`src/rtl/vend_pkg.sv`:
```
// Shared types and constants for the vending controller.
package vend_pkg;

  // Controller states.
  typedef enum logic [1:0] {
    IDLE     = 2'd0,
    COLLECT  = 2'd1,
    DISPENSE = 2'd2
  } state_e;

  // Product latched at the first accepted coin.
  typedef enum logic [1:0] {
    PROD_NONE    = 2'd0,
    PROD_STAR    = 2'd1,
    PROD_STRAITS = 2'd2
  } product_e;

  // Coin codes as seen on the coin input.
  localparam logic [1:0] COIN_NONE = 2'b00;
  localparam logic [1:0] COIN_5C   = 2'b01;
  localparam logic [1:0] COIN_10C  = 2'b10;
  localparam logic [1:0] COIN_BAD  = 2'b11;

  // Prices in 5-cent units.
  localparam logic [2:0] STAR_PRICE    = 3'd3;
  localparam logic [2:0] STRAITS_PRICE = 3'd4;

  // Buzzer on-time in cycles, starting with the dispense cycle.
  localparam logic [1:0] BUZZ_CYCLES = 2'd3;

  // Segment pattern for digit 0, also the reset pattern.
  localparam logic [6:0] SSD_ZERO = 7'b0111111;

  // Value of a coin code in 5-cent units (0 for no coin / invalid code).
  function automatic logic [2:0] coin_units(input logic [1:0] code);
    logic [2:0] units;
    case (code)
      COIN_5C:  units = 3'd1;
      COIN_10C: units = 3'd2;
      default:  units = 3'd0;
    endcase
    return units;
  endfunction

  // Price of the latched product; with no product the price is
  // unreachable so a stray coin can never trigger a dispense.
  function automatic logic [2:0] price_of(input product_e prod);
    logic [2:0] price;
    case (prod)
      PROD_STAR:    price = STAR_PRICE;
      PROD_STRAITS: price = STRAITS_PRICE;
      default:      price = 3'd7;
    endcase
    return price;
  endfunction

endpackage

```
`src/rtl/vend_ssd_dec.sv`:
```
// Combinational credit-digit to 7-segment decoder, segments {g,f,e,d,c,b,a}.
module vend_ssd_dec
  import vend_pkg::*;
(
  input  logic [2:0] digit_i,
  output logic [6:0] seg_o
);

  // Map credit 0..5 to its glyph; anything larger is blanked.
  always_comb begin
    seg_o = 7'b0000000;
    case (digit_i)
      3'd0:    seg_o = SSD_ZERO;
      3'd1:    seg_o = 7'b0000110;
      3'd2:    seg_o = 7'b1011011;
      3'd3:    seg_o = 7'b1001111;
      3'd4:    seg_o = 7'b1100110;
      3'd5:    seg_o = 7'b1101101;
      default: seg_o = 7'b0000000;
    endcase
  end

endmodule

```
`src/rtl/vend.sv`:
```
// Two-product coin vending controller: credit accumulation, dispense,
// cancel/refund and error signalling, with every output registered.
module vend
  import vend_pkg::*;
(
  input  logic       clk,
  input  logic       rst,
  input  logic [1:0] in,
  input  logic       star_pb,
  input  logic       straits_pb,
  output logic       star_out,
  output logic       straits_out,
  output logic [6:0] ssd,
  output logic       green_led,
  output logic       red_led,
  output logic       buzzer
);

  state_e     state_q, state_d;
  product_e   prod_q, prod_d;
  logic [2:0] credit_q, credit_d;
  logic [1:0] buzz_cnt_q, buzz_cnt_d;
  logic       star_q, star_d;
  logic       straits_q, straits_d;
  logic       green_q, green_d;
  logic       red_q, red_d;
  logic       buzzer_q, buzzer_d;
  logic [6:0] ssd_q, ssd_d;

  logic       coin_valid;
  logic [2:0] coin_amt;
  logic [2:0] price;
  logic [3:0] credit_sum;
  logic       btn_held;

  assign coin_valid = (in == COIN_5C) || (in == COIN_10C);
  assign coin_amt   = coin_units(in);
  assign price      = price_of(prod_q);
  // One bit wider so the price comparison never wraps.
  assign credit_sum = {1'b0, credit_q} + {1'b0, coin_amt};
  assign btn_held   = (prod_q == PROD_STAR)    ? star_pb :
                      (prod_q == PROD_STRAITS) ? straits_pb : 1'b0;

  // The display follows the credit value that will be registered this edge.
  vend_ssd_dec u_ssd_dec (
    .digit_i (credit_d),
    .seg_o   (ssd_d)
  );

  // Next-state, credit and output decisions for the controller.
  always_comb begin
    state_d    = state_q;
    prod_d     = prod_q;
    credit_d   = credit_q;
    buzz_cnt_d = (buzz_cnt_q != 2'd0) ? (buzz_cnt_q - 2'd1) : 2'd0;
    star_d     = 1'b0;
    straits_d  = 1'b0;
    green_d    = 1'b0;
    red_d      = 1'b0;

    case (state_q)
      IDLE: begin
        if (in == COIN_BAD) begin
          red_d = 1'b1;
        end else if (coin_valid) begin
          // Only an unambiguous single selection starts a purchase.
          if (star_pb ^ straits_pb) begin
            prod_d   = star_pb ? PROD_STAR : PROD_STRAITS;
            credit_d = coin_amt;
            state_d  = COLLECT;
          end else begin
            red_d = 1'b1;
          end
        end else begin
          red_d = 1'b0;
        end
      end

      COLLECT: begin
        // A completing coin wins over a released button.
        if (coin_valid && (credit_sum >= {1'b0, price})) begin
          state_d    = DISPENSE;
          credit_d   = 3'd0;
          star_d     = (prod_q == PROD_STAR);
          straits_d  = (prod_q == PROD_STRAITS);
          green_d    = 1'b1;
          buzz_cnt_d = BUZZ_CYCLES;
        end else if (!btn_held) begin
          state_d  = IDLE;
          prod_d   = PROD_NONE;
          credit_d = 3'd0;
          red_d    = 1'b1;
        end else if (coin_valid) begin
          credit_d = credit_sum[2:0];
        end else if (in == COIN_BAD) begin
          red_d = 1'b1;
        end else begin
          red_d = 1'b0;
        end
      end

      DISPENSE: begin
        state_d  = IDLE;
        prod_d   = PROD_NONE;
        credit_d = 3'd0;
        if (in != COIN_NONE) begin
          red_d = 1'b1;
        end else begin
          red_d = 1'b0;
        end
      end

      default: begin
        state_d  = IDLE;
        prod_d   = PROD_NONE;
        credit_d = 3'd0;
      end
    endcase

    buzzer_d = (buzz_cnt_d != 2'd0);
  end

  // State, credit and registered outputs; reset aborts any transaction.
  always_ff @(posedge clk or negedge rst) begin
    if (!rst) begin
      state_q    <= IDLE;
      prod_q     <= PROD_NONE;
      credit_q   <= 3'd0;
      buzz_cnt_q <= 2'd0;
      star_q     <= 1'b0;
      straits_q  <= 1'b0;
      green_q    <= 1'b0;
      red_q      <= 1'b0;
      buzzer_q   <= 1'b0;
      ssd_q      <= SSD_ZERO;
    end else begin
      state_q    <= state_d;
      prod_q     <= prod_d;
      credit_q   <= credit_d;
      buzz_cnt_q <= buzz_cnt_d;
      star_q     <= star_d;
      straits_q  <= straits_d;
      green_q    <= green_d;
      red_q      <= red_d;
      buzzer_q   <= buzzer_d;
      ssd_q      <= ssd_d;
    end
  end

  assign star_out    = star_q;
  assign straits_out = straits_q;
  assign green_led   = green_q;
  assign red_led     = red_q;
  assign buzzer      = buzzer_q;
  assign ssd         = ssd_q;

endmodule

```
`config.mk`:
```
export PLATFORM = sky130hd
export DESIGN_NAME = vend
export DESIGN_NICKNAME = d
export VERILOG_FILES = /design/src/rtl/vend_pkg.sv /design/src/rtl/vend_ssd_dec.sv /design/src/rtl/vend.sv
export SDC_FILE = /design/constraint.sdc
export NUM_CORES = 1
export LEC_CHECK = 0
export BUFFER_PORTS_ARGS = -buffer_cell sky130_fd_sc_hd__clkbuf_2
export CAP_MARGIN = 0
export CELL_PAD_IN_SITES_DETAIL_PLACEMENT = 0
export CELL_PAD_IN_SITES_GLOBAL_PLACEMENT = 1
export CORE_MARGIN = 3
export CORE_UTILIZATION = 36
export DETAILED_ROUTE_END_ITERATION = 7
export GPL_ROUTABILITY_DRIVEN = 0
export PLACE_DENSITY = 0.66
export SLEW_MARGIN = 20
export SYNTH_ARGS = -nofsm -noshare
export SYNTH_HDL_FRONTEND = slang
export SYNTH_SLANG_ARGS = --single-unit
export TNS_END_PERCENT = 1
```
`constraint.sdc`:
```
create_clock -name clk -period 4.3 [get_ports clk]
set_clock_uncertainty 0.15 [all_clocks]
set_input_delay 0.215 -clock clk [delete_from_list [all_inputs] [get_ports clk]]
set_output_delay 0.215 -clock clk [all_outputs]
set_load 0.1 [all_outputs]
```
# Word-level counts from Yosys, hierarchy flattened
# Index checks and enable logic that the tools add are counted.
[word_totals]
regBits = 21
inputBits = 6
output_inout_bits = 12
elab_cells = 83
[op_classes]
n_addsub = 2
n_lt_le_gt_ge = 1
n_eq_ne = 18
muxes = 42
n_bitwise = 1
reduce_logical = 9
[op_table]
columns = ["cell", "n"]
rows = [
  ["case mux 7 bit (6 select lines)", 1],
  ["2-to-1 mux 2 bit", 13],
  ["2-to-1 mux 3 bit", 6],
  ["2-to-1 mux 1 bit", 16],
  ["case mux 2 bit (2 select lines)", 3],
  ["case mux 3 bit (2 select lines)", 2],
  ["!= test 2 bit (second input constant)", 5],
  ["== test 2 bit (second input constant)", 4],
  ["== test 2 x 1 -> 1 bit (second input constant)", 3],
  ["== test 3 x 2 -> 1 bit (second input constant)", 2],
  ["== test 3 bit (second input constant)", 2],
  ["nonzero test 2 bit", 3],
  ["AND reduction 5 bit", 1],
  ["adder 3 x 3 -> 4 bit", 1],
  ["greater-or-equal comparator 4 x 3 -> 1 bit", 1],
  ["AND reduction 4 bit", 1],
  ["== test 3 x 1 -> 1 bit (second input constant)", 1],
  ["zero test 3 bit", 1],
  ["!= test 3 bit (second input constant)", 1],
  ["case mux 1 bit (3 select lines)", 1],
  ["zero test 2 bit", 1],
  ["subtractor 2 x 1 -> 2 bit (second input constant)", 1],
  ["logical AND 1 bit", 1],
  ["logical OR 1 bit", 1],
  ["bitwise XOR 1 bit", 1],
]

# Longest topological paths before layout
# Gate-level depths: netlist (run 1).
[depth]
word_depth = 9
mapped_depth = 16
depth_no_buf = 16

# Modules after synthesis
# Synthesis (run 1) repeated with hierarchy kept, for this count alone.
[unflattened]
cells_unflattened = 105
area_unflattened_um2 = 1131.1
[modules_own_cells]
columns = ["mod", "instances", "cells_per_inst", "area_each_um2", "seq_area_each_um2"]
rows = [
  ["vend", 1, 95, 1071.0, 533.0],
  ["vend_ssd_dec", 1, 10, 60.1, 0.0],
]

# Least setup slack after synthesis (run 1)
# OpenSTA, ideal clock, no wires.
[synth_path]
path_kind = "input -> register"
from = "input port in[1]"
to = "register ssd_q[3] (netlist: ssd[3])"
setup_time_ns = 0.085
arrival_time_ns = 2.918
t_required_ns = 4.065
setup_slack_ns = 1.147
stages = 16
path_buffers = 0
cell_sequence = "inv_1 ha_1 ha_1 inv_1 fa_1 inv_1 ha_1 o21ai_0 a21oi_1 o21ai_4 a21oi_1 inv_1 ha_1 a211oi_1 nand2b_1 o221ai_1"
[synth_via]
elab_chain_len = 9
word_cells_on_any_way = 22
cone_classes = "1 x add/sub; 1 x order compare; 8 x eq/ne; 9 x mux; 3 x reduce/logical"
[synth_lines]
columns = ["element", "line_no", "source"]
rows = [
  ["from (decl)", "vend.sv:8", "input logic [1:0] in,"],
  ["== test 2 bit / == test 2 x 1 -> 1 bit (equally long branches)", "vend_pkg.sv:37, vend.sv:36", ""],
  ["case mux 2 bit (2 select lines)", "vend_pkg.sv:37", "case (code)"],
  ["adder 3 x 3 -> 4 bit", "vend.sv:40", "assign credit_sum = {1'b0, credit_q} + {1'b0, coin_amt};"],
  ["greater-or-equal comparator 4 x 3 -> 1 bit / 2-to-1 mux 3 bit (equally long branches)", "vend.sv:81, vend.sv:93", ""],
  ["logical AND 1 bit / 2-to-1 mux 3 bit (equally long branches)", "vend.sv:81, vend.sv:88", ""],
  ["2-to-1 mux 3 bit", "vend.sv:81", "if (coin_valid && (credit_sum >= {1'b0, price})) begin"],
  ["case mux 3 bit (2 select lines) *", "vend.sv:61", "case (state_q)"],
  ["via credit_d[1]", "vend.sv:21", "logic [2:0] credit_q, credit_d;"],
  ["== test 3 bit, or another cell as far along", "vend_ssd_dec.sv:12", "case (digit_i)"],
  ["case mux 7 bit (6 select lines) *", "vend_ssd_dec.sv:12", ""],
  ["to (signal assigned)", "vend.sv:146", "ssd_q <= ssd_d;"],
  ["to (decl)", "vend.sv:28", "logic [6:0] ssd_q, ssd_d;"],
]
# Mark *: on every way through the listed nets, which the timed path passes. The rest lies on a longest branch.
# A chain may end at the register's enable or synchronous reset.

# Worst setup path in the final report (run 1)
[layout_path]
from = "register credit_q[0]"
to = "register ssd_q[3] (netlist: ssd[3])"
[layout_via]
elab_chain_len = 7
word_cells_on_any_way = 17
cone_classes = "1 x add/sub; 1 x order compare; 5 x eq/ne; 8 x mux; 2 x reduce/logical"
[layout_lines]
columns = ["element", "line_no", "source"]
rows = [
  ["from (decl)", "vend.sv:21", ""],
  ["from (signal assigned)", "vend.sv:139", "credit_q <= credit_d;"],
  ["adder 3 x 3 -> 4 bit *", "vend.sv:40", ""],
  ["greater-or-equal comparator 4 x 3 -> 1 bit / 2-to-1 mux 3 bit (equally long branches)", "vend.sv:81, vend.sv:93", ""],
  ["logical AND 1 bit / 2-to-1 mux 3 bit (equally long branches)", "vend.sv:81, vend.sv:88", ""],
  ["2-to-1 mux 3 bit *", "vend.sv:81", ""],
  ["case mux 3 bit (2 select lines) *", "vend.sv:61", ""],
  ["via credit_d[1]", "vend.sv:21", ""],
  ["== test 3 bit, or another cell as far along", "vend_ssd_dec.sv:12", ""],
  ["case mux 7 bit (6 select lines) *", "vend_ssd_dec.sv:12", ""],
]
# Marked as above.

==> out/metrics.yaml, run 1 <==
outcome:
  outcome: "finished, final reports clean"
synth:
  synthAdderAreaFrac_pct: 15.55
  ys_types: 37
  synthXorXnorAreaFrac_pct: 2.875
  synth_compound_area_share_pct: 16.93
  synthTopCellsByArea: "dfrtp_1 32%, ha_1 14%, dfstp_2 11%"
  synthMuxAreaShare_pct: 1.917
  synth_area_leader_cell: "dfrtp_1"
  synth_top_family_by_area: "compound AO/OA/AOI/OAI gates"
  synth_top_area_share_pct: 31.95
  synth_simple_gate_area_share_pct: 13.53
  synth_fp_nets: 131
  ys_ff_latch: 20
  ys.warnings.count: 0
  avgSynthCellArea_um2: 10.58
  synth_area_um2: 1175
  syn_inst: 111
  yosysSeqAreaShare_pct: 43.13
worst_setup_path:
  endpoint_kind: "flop"
  cp.required_ns: 4.36
  crit_type: "reg2reg"
  worstRegToRegCells: 14
  r2r-start: "credit_q[0]"
  r2r-end: "ssd[3]"
  cp.arrival_ns: 3.55
  worstPathMaxFanout: 7
  critPathLaunchType: "flop"
  rrSetupSlack_ns: 0.81
layout:
  nNetsFinal: 152
  drive_above_1_share_pct: 30.53
  layout_commonest_cell: "clkbuf_2"
  final_cell_mix: "17 x clkbuf_2, 15 x dfrtp_1, 13 x inv_1, 13 x ha_1, 10 x nor2_1"
  area_growth_pct: 14.59
  fin_area_um2: 1346
  antenna_cells: 0
power:
  powerDensity_nw_per_um2: 529.6
  p_leak_nw: 0.6844
  peakVddDrop_v: 0.0004096
min_path:
  hold_start: "star_pb"
  min_delay_worst_endpoint: "prod_q[1]"
  worstHoldPathCells: 2
  hold_class: "in2reg"
sta:
  maxSlewHeadroom_pct: 63.80
  timing.fmax_mhz: 286.5
  maxSlewViolCount: 0
  rsz0062_at_grt: "no"
  hold_violations: 0
  period_share_pct: 81.18
  finalSetupTns_ns: 0
  min_period_ns: 3.491
  setup_viol: 0
  worst_pin_slew_ns: 0.5453
clocking:
  cts_tree: "built"
  htreeDepth: 1
  clkTransAtPathRegs_ns: 0.11
  insertion_delay_ns: 0.30
  hold_buffers: 1
  cts_buffers: 3
  postCtsSetupRepairBufs: 0
  numClockSinks: 20
  ctsResizeCount: 0
  root_buffer: "clkbuf_4"
  clockBufferDepth: 2
floorplan:
  ios: 18
  placement_rows: 20
  die_area_um2: 3985
  fp.coreArea_um2: 3078
  fp.dieW_um: 63.13
  start_util_pct: 38.17
  die_h_um: 63.13
detailed_routing:
  drtIter0Drc: 34
  drt-wirelength-per-cell_um: 12.16
  drc: 0
  drt_pass1_iterations: 4
  ant_nets: 0
  route.vias.total: 820
  postRouteWirelength_mm: 2.128
  drt-vias-per-instance: 4.686
global_routing:
  grt_max_degree: 21
  grt_pass1_wl_mm: 3.995
  grt.overflow.total: 0
  antenna_found_initial: 0
  grt_use_total_pct: 12.54
  first_global_vias: 858
flow_run:
  drv_cap: 0
place:
  hpwlAfterDp_mm: 1.713
  port_buffers: 17
  postPlaceCellArea_um2: 1300
==> cells in the mapped netlist, drive strengths merged <==
master   instances
a32o             1
mux2             2
o221ai           1
and2b            1
dfstp            5
inv             15
o31a             1
nor2b            1
and2             1
dfrtp           15
a22oi            1
nand3            3
a32oi            2
a2111oi          1
xnor2            3
nor2            11
a21oi            4
nand2b           4
o41ai            1
ha              13
o2bb2ai          1
fa               1
buf              2
o21ai            5
or3              1
nand2            7
o211ai           1
a211oi           2
or2              2
a211o            1
nor3             1
a31oi            1
==> worst max-delay path, stage by stage (launching register included) <==
cell and delay, ns:
dfrtp_1 0.38, ha_1 0.18, inv_1 0.06, fa_1 0.39
xnor2_1 0.15, ha_1 0.28, o21ai_0 0.08, a21oi_1 0.21
o21ai_4 0.12, a21oi_1 0.40, inv_1 0.16, ha_1 0.30
a211oi_1 0.28, nand2b_1 0.09, o221ai_1 0.17
==> area by class of cell <==
| cell class | count | area, µm² |
|---|---|---|
| clock buffers | 4 | 36.28 |
| fillers | 297 | 1732 |
| inverters | 15 | 56.30 |
| multi-input cells | 74 | 596.8 |
| flip-flops and latches | 20 | 506.7 |
| well taps | 44 | 55.05 |
| repair buffers | 18 | 95.09 |
==> sequential cells by signal, indices dropped and copies added (netlist names) <==
signal       flops
straits_out      1
prod_q           2
ssd              6
buzzer           1
state_q          2
green_led        1
star_out         1
red_led          1
buzz_cnt_q       2
credit_q         3
==> power by group <==
group / switching, W / internal, W
Sequential: 0.0000171 / 0.000230
Clock: 0.0000555 / 0.0000517
Combinational: 0.000279 / 0.0000797
Total: 0.000352 / 0.000361
==> how the worst max path moves through the flow <==
stage / slack (ns) / from / to
after CTS: 0.83 / credit_q[0] / ssd[3]
after global routing: 0.48 / credit_q[0] / ssd[3]
final: 0.81 / credit_q[0] / ssd[3]
after floorplan: 1.15 / in[1] / ssd[3]
after global placement: 0.78 / in[1] / ssd[3]
after detailed placement: 0.69 / in[1] / ssd[3]
==> routing by layer <==
layer	track usage (%)	vias to the layer above	share of wire, %
li1	-	420	-
met5	0	-	0
met2	20.16	21	47
met3	4.635	2	5.9
met4	2.755	0	0.38
met1	16.03	377	46
==> through the flow <==
stage	setup WS (ns)	util [%]	power (W)	hold WS, ns	instances
global route	0.4801	43.74	0.0007577	0.01047	175
floorplan	1.147	-	0.0005585	-0.2306	111
detailed placement	0.6896	42.24	0.0006103	0.04455	170
CTS	0.8300	43.74	0.0007199	0.01638	175
finish	0.8093	43.74	0.0007129	0.01745	175
global placement	0.7833	42.24	0.0006085	0.04428	170
==> cell families after synthesis <==
family,after synthesis
flip-flops,20
XOR/XNOR,3
multiplexers,2
AO/OA/AOI/OAI,23
AND/OR/NAND/NOR,32
buffers and inverters,17
adder cells (fa/ha/maj),14
Note: power is estimated with default switching activity, not from simulation.
==> run 2, diff against run 1 <==
- clock period: 4.3 -> 3.25 ns (I/O delays scaled with it)
==> run 2 against run 1 <==
Effect of this change:
- clock-buffer cell count unchanged
- flip-flop and latch count did not move
- sequential share of layout area shrank 1.8 points
- worst setup slack got worse by 0.56 ns
- die area unchanged
- first-iteration DRC count shrank 15%
- total power rose by 35%
- register-to-register slack worse by 0.56 ns
- global-route usage about the same
- fmax increased by 16%
- sequential power is 32% higher
==> out/metrics.yaml, run 2 (same netlist as run 1, synthesis figures left out) <==
floorplan:
  start_util_pct: 38.17
  fp.coreArea_um2: 3078
  die_h_um: 63.13
  die_area_um2: 3985
  fp.dieW_um: 63.13
  placement_rows: 20
  ios: 18
clocking:
  htreeDepth: 1
  clkTransAtPathRegs_ns: 0.11
  cts_tree: "built"
  root_buffer: "clkbuf_4"
  insertion_delay_ns: 0.29
  postCtsSetupRepairBufs: 0
  cts_buffers: 3
  numClockSinks: 20
  clockBufferDepth: 2
global_routing:
  grt.overflow.total: 0
  antenna_found_initial: 0
  grt_pass1_wl_mm: 4.002
  grt_max_degree: 21
  grt_use_total_pct: 12.50
  first_global_vias: 891
worst_setup_path:
  r2r-start: "credit_q[0]"
  critPathLaunchType: "flop"
  worstPathMaxFanout: 7
  worstRegToRegCells: 12
  r2r-end: "prod_q[0]"
  endpoint_kind: "flop"
  cp.required_ns: 3.29
  crit_chain: "ha_1 -> inv_1 -> fa_1 -> inv_1 -> ha_1 -> o21ai_0 -> a21oi_2 -> o21ai_4 -> or2_1 -> inv_2 -> or3_1 -> a32o_1"
  rrSetupSlack_ns: 0.25
  critPathSlowestCell: "fa_1"
  crit_type: "reg2reg"
  critPathLaunch: "credit_q[0]"
  cpPeakStageDelay_ns: 0.52
  cp.arrival_ns: 3.03
power:
  power.total_w: 0.0009590
  p_leak_nw: 0.7190
  powerDensity_nw_per_um2: 678.3
  peakVddDrop_v: 0.0006991
sta:
  worst_pin_slew_ns: 0.5780
  hold_violations: 0
  setup_viol: 0
  finalSetupTns_ns: 0
  hold_ws_ns: 0.1906
  period_share_pct: 92.20
  min_period_ns: 2.997
  maxSlewHeadroom_pct: 60.97
  timing.fmax_mhz: 333.7
  rsz0062_at_grt: "no"
  maxSlewViolCount: 0
detailed_routing:
  drc: 0
  drt-wirelength-per-cell_um: 11.96
  drt_pass1_iterations: 4
  ant_nets: 0
  postRouteWirelength_mm: 2.177
  route.vias.total: 862
  drt-vias-per-instance: 4.736
  drtIter0Drc: 29
layout:
  fin_cells: 182
  final_cell_mix: "17 x clkbuf_2, 15 x dfrtp_1, 13 x inv_1, 13 x ha_1, 10 x nor2_1"
  largest_reg_flops: 6
  multi_input_area_um2: 609.3
  nNetsFinal: 159
  antenna_cells: 0
  regArea_um2: 506.7
  post-route-util_pct: 45.93
  layout_commonest_cell: "clkbuf_2"
  nFillCells: 303
  drive_above_1_share_pct: 35.51
  area_growth_pct: 20.34
min_path:
  min_delay_worst_endpoint: "red_led"
  hold_class: "in2reg"
  worstHoldPathCells: 4
  hold_start: "straits_pb"
place:
  placed_cells: 176
  port_buffers: 17
  hpwlAfterDp_mm: 1.778
outcome:
  outcome: "finished, final reports clean"
flow_run:
  drv_cap: 0
## run 2: cell count changes in the layout (fill, tap and decap cells not counted), sizes merged
| cell | previous run | this run |
|---|---|---|
| buf | 0 | 6 |
| dlygate4sd3 | 1 | 2 |
## run 2: layer usage
metal	up-vias	GRT usage, %	share of wire (%)
met2	17	20.42	48
met3	0	3.743	4.5
met4	0	1.653	0
met1	412	16.70	48
li1	433	-	-
met5	-	0	0
## run 2: worst max-delay path by stage
stage	end	slack (ns)	depth (start not counted)
2_1_floorplan	ssd[3]	0.15	16
3_3_place_gp	ssd[3]	0.09	17
3_5_place_dp	ssd[3]	0.03	17
4_1_cts	ssd[3]	0.12	14
5_1_grt	ssd[3]	0.03	14
6_report	prod_q[0]	0.25	12
## run 2: what timing repair did
| action | CTS | global route |
|---|---|---|
| endpoints found under the setup margin | 0 | 1 |
| resized for setup | 0 | 3 |
| hold buffers | 2 | 0 |
| hold endpoints to repair | 16 | 0 |
## run 2: layout make-up
class                   count  area share, %
clock buffers               4          2.566
flip-flops and latches     20          35.84
repair buffers             25          10.62
inverters                  15          3.982
multi-input cells          74          43.10
well taps                  44          3.894
## run 2: critical path, delay by kind of cell (launching register included)
family	cells	cell delay, ns
fa+ha+maj	3	0.97
simple gates	2	0.52
compound gates	4	0.72
buf+inv	3	0.16
flops	1	0.39
## run 2: where the power goes
part           internal [W]  switching (W)
clock             0.0000682      0.0000703
sequential         0.000304      0.0000228
combinational      0.000117       0.000376
## run 2: per-stage QoR
stage	setup WS [ns]	cell area, µm²
4_1_cts	0.1195	1401
3_3_place_gp	0.08984	1345
5_1_grt	0.02905	1414
6_report	0.2535	1414
2_1_floorplan	0.1497	1175
3_5_place_dp	0.02648	1345
